--- config.mk ---
export PLATFORM = sky130hd
export DESIGN_NAME = round_key_store
export DESIGN_NICKNAME = d
export VERILOG_FILES = /design/src/rtl/round_key_store_pkg.sv /design/src/rtl/round_key_ram.sv /design/src/rtl/round_key_store.sv
export SDC_FILE = /design/constraint.sdc
export NUM_CORES = 2
export LEC_CHECK = 0
export CAP_MARGIN = 20
export CORE_MARGIN = 2
export CORE_UTILIZATION = 60
export DETAILED_ROUTE_END_ITERATION = 16
export PLACE_DENSITY = 0.82
export SLEW_MARGIN = 20
export SYNTH_ARGS = -nofsm -noshare
export SYNTH_HDL_FRONTEND = slang
export SYNTH_HIERARCHICAL = 1
export SYNTH_SLANG_ARGS = --single-unit
--- constraint.sdc ---
create_clock -name clk -period 12.1 [get_ports clk]
set_clock_uncertainty 0.2 [all_clocks]
set_input_delay 2.42 -clock clk [delete_from_list [all_inputs] [get_ports clk]]
set_output_delay 2.42 -clock clk [all_outputs]
set_load 0.05 [all_outputs]
--- src/rtl/round_key_store_pkg.sv ---
// Shared constants and state encoding for the round-key buffer between
// the key schedule and the cipher round core.
package round_key_store_pkg;

    localparam int KEY_W    = 128;
    localparam int NUM_KEYS = 10;
    localparam int IDX_W    = 4;

    localparam logic [IDX_W-1:0] LAST_IDX = IDX_W'(NUM_KEYS - 1);

    typedef enum logic [1:0] {
        EMPTY,
        LOAD,
        READY,
        READ
    } state_t;

endpackage

--- src/rtl/round_key_ram.sv ---
// Round-key register file: one synchronous write port, one combinational
// read port. Contents are deliberately not reset.
module round_key_ram
    import round_key_store_pkg::*;
(
    input  logic             clk,
    input  logic             we,
    input  logic [IDX_W-1:0] waddr,
    input  logic [KEY_W-1:0] wdata,
    input  logic [IDX_W-1:0] raddr,
    output logic [KEY_W-1:0] rdata
);

    logic [KEY_W-1:0] mem [NUM_KEYS];

    always_ff @(posedge clk) begin
        if (we) begin
            mem[waddr] <= wdata;
        end
    end

    assign rdata = mem[raddr];

endmodule

--- src/rtl/round_key_store.sv ---
// Buffers one key schedule's worth of round keys and replays them in
// forward (encrypt) or reverse (decrypt) order, any number of times.
module round_key_store
    import round_key_store_pkg::*;
(
    input  logic             clk,
    input  logic             reset,
    input  logic             load_start,
    input  logic             wr_valid,
    input  logic [KEY_W-1:0] wr_key,
    output logic             wr_ready,
    input  logic             encrypt,
    input  logic             rd_start,
    output logic             rd_valid,
    input  logic             rd_ready,
    output logic [KEY_W-1:0] rd_key,
    output logic [IDX_W-1:0] rd_index,
    output logic             rd_last,
    output logic             keys_loaded,
    output logic             busy
);

    state_t           state, state_next;
    logic [IDX_W-1:0] wr_ptr, wr_ptr_next;
    logic [IDX_W-1:0] rd_ptr, rd_ptr_next;
    logic             dir, dir_next;
    logic             we;
    logic [KEY_W-1:0] ram_rdata;
    logic             rd_last_next;

    round_key_ram u_ram (
        .clk   (clk),
        .we    (we),
        .waddr (wr_ptr),
        .wdata (wr_key),
        .raddr (rd_ptr_next),
        .rdata (ram_rdata)
    );

    // load_start overrides everything, including a read pass in flight
    always_comb begin
        state_next  = state;
        wr_ptr_next = wr_ptr;
        rd_ptr_next = rd_ptr;
        dir_next    = dir;
        we          = 1'b0;
        if (load_start) begin
            state_next  = LOAD;
            wr_ptr_next = '0;
        end else begin
            case (state)
                EMPTY: ;
                LOAD: begin
                    if (wr_valid) begin
                        we = 1'b1;
                        if (wr_ptr == LAST_IDX) begin
                            state_next = READY;
                        end else begin
                            wr_ptr_next = wr_ptr + 1'b1;
                        end
                    end
                end
                READY: begin
                    if (rd_start) begin
                        state_next  = READ;
                        dir_next    = encrypt;
                        rd_ptr_next = encrypt ? '0 : LAST_IDX;
                    end
                end
                READ: begin
                    if (rd_valid && rd_ready) begin
                        if (rd_last) begin
                            state_next = READY;
                        end else if (dir) begin
                            rd_ptr_next = rd_ptr + 1'b1;
                        end else begin
                            rd_ptr_next = rd_ptr - 1'b1;
                        end
                    end
                end
                default: state_next = EMPTY;
            endcase
        end
    end

    assign rd_last_next = (state_next == READ) &&
                          (dir_next ? (rd_ptr_next == LAST_IDX) : (rd_ptr_next == '0));

    // Outputs are registered from next-state so they line up with the state
    always_ff @(posedge clk or negedge reset) begin
        if (!reset) begin
            state       <= EMPTY;
            wr_ptr      <= '0;
            rd_ptr      <= '0;
            dir         <= 1'b0;
            wr_ready    <= 1'b0;
            rd_valid    <= 1'b0;
            rd_key      <= '0;
            rd_index    <= '0;
            rd_last     <= 1'b0;
            keys_loaded <= 1'b0;
            busy        <= 1'b0;
        end else begin
            state       <= state_next;
            wr_ptr      <= wr_ptr_next;
            rd_ptr      <= rd_ptr_next;
            dir         <= dir_next;
            wr_ready    <= (state_next == LOAD);
            rd_valid    <= (state_next == READ);
            keys_loaded <= (state_next == READY) || (state_next == READ);
            busy        <= (state_next == LOAD) || (state_next == READ);
            rd_last     <= rd_last_next;
            if (state_next == READ) begin
                rd_key   <= ram_rdata;
                rd_index <= rd_ptr_next;
            end
        end
    end

endmodule

==> results.md <==
- Syn_nets: 3387
- IO Port Bufs: 271
- HP Class: register to register
- Relative slew slack: 14.22%
- Total global routing overflow: 0
- WS Path Type: input port to register
- R2r startpoint: state[1]
- Clock Power Share: 41.9%
- Initial DRT Pass Iterations: 5
- R2R setup slack: 7.47 ns
- Worst Tran Pin Value: 1.287 ns
- Combinational fraction of design power: 4.3%
- Max Freq: 152.8 MHz
- Via count: 29.75k
- Max Cap Viol: 0
- Largest net degree at the start of global routing: 169
- Worst VDD drop: 133.1 uV
- RR Endpoint: rd_key[84]
- Fin crit period: 6.543 ns
- Die Width: 309.4 um
- Finish-stage setup viols: 0
- Layout cells sized above 1: 19.65%
- Avg Vias per Cell: 6.084
- CTS tree: done
- Worst reg-to-reg path cell count: 10
- Unrepaired setup endpoints after global routing: false
- Ys flop type: edfxtp_1
- Clk Latency, worst-skew pair: 0.72 ns
- Yosys reg bits: 1427
- DRC viols: 0
- Starting density of the core: 60.25%
- Synth warnings: 6
- Clock transition at the registers of the reported paths: 0.06 ns
- Switch share: 20.50%
- Pwr dens: 159.2 mW/mm^2
- Seq pwr share: 53.8%
- Ports: 272
- Global-route wire length before repair: 183.0 mm
- Status: finished clean
- Worst Path Arrival: 6.94 ns
- Max-slew violation count: 0
- Yosys cell types: 55
- Post-CTS Resized: 0
- Wirelength per Cell: 25.07 um
- Die area: 0.09576 mm^2
- Period utilization: 54.08%
- Netlist Area Pre-Place: 0.05598 mm^2
- Post-Synthesis Cells: 3247
- Layout Nets: 3652
- Syn Area/Cell: 17.24 um^2
- Root buf cell: clkbuf_16
- Total GRT Usage: 25.71%
- Final HPWL DP: 58.79 mm
- Routability Congestion: 0.7467
- Hold_ws: 0.2700 ns
- Vias in the first global route: 30.27k
- TNS Setup: 0 ns
- Most common cell after layout, fill and taps aside: edfxtp_1
- Row cnt: 112
- Number of enable flip-flop cells after synthesis: 1280
- Max clock buf depth: 3
- CTS Buf Count: 140
- Leakage: 23.63 nW
- Internal power: 8.157 mW
- Initial drt markers: 2755
- Initial antenna violation count: 18
- Psw: 2.103 mW
- CP startpoint: load_start
- Total clock sinks: 1427
- Register area share after synthesis: 75.24%
- H-tree lvl count: 4
- Req. time, crit path: 12.50 ns
- Asr flop ratio synth: 10.30%
- Hold Vio Cnt, Final: 0
- Layout area overhead: 15.13%
- CP Max Fanout: 67
- Worst Setup Start Kind: input port
- Most frequent cells in the layout: edfxtp_1 (1280), nand2_1 (517), mux2_2 (361)
- Worst setup endpoint: rd_key[84]
- Post-CTS Setup Inserts: 0
- Die Y: 309.4 um
- Core ar.: 0.09291 mm^2
- CP endpoint kind: register
- Hold_buf cts: 0
- Remaining antenna violation count: 0
- Final wirelength: 122.6 mm
-- routing by layer --
layer	vias to the layer above	share of wire, %	GRT usage [%]
li1	13059	-	-
met1	15273	42	36.19
met2	1180	48	40.73
met3	212	7.8	5.130
met4	22	2.4	8.546
met5	-	0.12	0
-- how the worst min path moves through the flow --
stage / startpoint / slack [ns] / cells past startpoint / endpoint
after floorplan: wr_ptr[3] / 0.34 / 2 / wr_ptr[3]
after CTS: rd_key[67] / 0.28 / 2 / rd_key[67]
after global routing: rd_key[25] / 0.30 / 2 / rd_key[25]
final: rd_key[23] / 0.27 / 2 / rd_key[23]
after detailed placement: rd_key[111] / 0.26 / 2 / rd_key[111]
after global placement: rd_key[55] / 0.26 / 2 / rd_key[55]
-- cells in the mapped netlist (4+ instances only) --
cell type,count,share of area (%)
edfxtp_1,1280,69
o31ai_2,85,1.9
nand2_1,518,3.5
clkbuf_1,82,0.55
nor3_1,4,0.036
o22ai_1,129,1.4
o31ai_1,43,0.58
mux2_1,26,0.52
mux2_2,361,7.3
nor2_1,17,0.11
buf_6,8,0.16
dfrtp_1,147,6.6
ha_1,4,0.089
buf_8,9,0.24
a22o_1,128,2.0
buf_4,25,0.34
buf_2,50,0.45
buf_1,11,0.074
a21oi_1,4,0.036
inv_1,8,0.054
nand2b_1,4,0.045
mux2i_1,259,4.6
-- power groups by stage --
stage          Sequential [mW]  Combinational, mW  Clock (mW)
3_3_place_gp              5.62              0.430           0
4_1_cts                   5.52              0.444        4.36
5_1_grt                   5.53              0.468        4.56
3_5_place_dp              5.62              0.441           0
6_report                  5.52              0.440        4.30
2_1_floorplan             5.76             0.0623           0
-- worst max-delay path: stages --
cell and delay, ns:
clkdlybuf4s50_1 0.61, or3b_1 0.43, mux2i_1 0.16, a221o_4 0.87, buf_4 0.74, buf_4 0.72, mux2_2 0.42, o22ai_1 0.25
o31ai_2 0.09, nand2_1 0.09, nand2_1 0.07
-- final cells by class --
| class | count | area (um^2) |
|---|---|---|
| multi-input combinational | 1626 | 12950 |
| clock inverter | 55 | 614.3 |
| fill | 5707 | 28460 |
| timing repair buffer | 308 | 3142 |
| inverter | 9 | 38.79 |
| tap | 1254 | 1569 |
| clock buffer | 199 | 3990 |
| sequential | 1427 | 42120 |
| antenna | 11 | 27.53 |
-- kinds of logic after synthesis --
family	synth area share [%]
AOI/OAI and AO/OA	6.194
xor gates and xnor gates	0.07825
adders and majority gates	0.1252
buffers and inverters	1.869
DFF	75.24
muxes	12.44
and+or+nand+nor	4.055
-- registers in the layout (all words and copies together) (netlist names), 2 cells and up --
register   count
u_ram/mem   1280
rd_key       128
rd_index       4
rd_ptr         4
wr_ptr         4
state          2
-- through the flow --
stage	util, %	cell area [um^2]	power, mW	std cells	setup slack [ns]
floorplan	-	55990	5.824	3247	2.708
global placement	64.38	59820	6.049	4624	4.977
detailed placement	64.38	59820	6.062	4624	4.845
CTS	69.34	64420	10.32	4878	5.621
global route	69.35	64430	10.55	4883	5.301
finish	69.37	64450	10.26	4889	5.557
No activity file was read; power rests on OpenSTA's default activity.
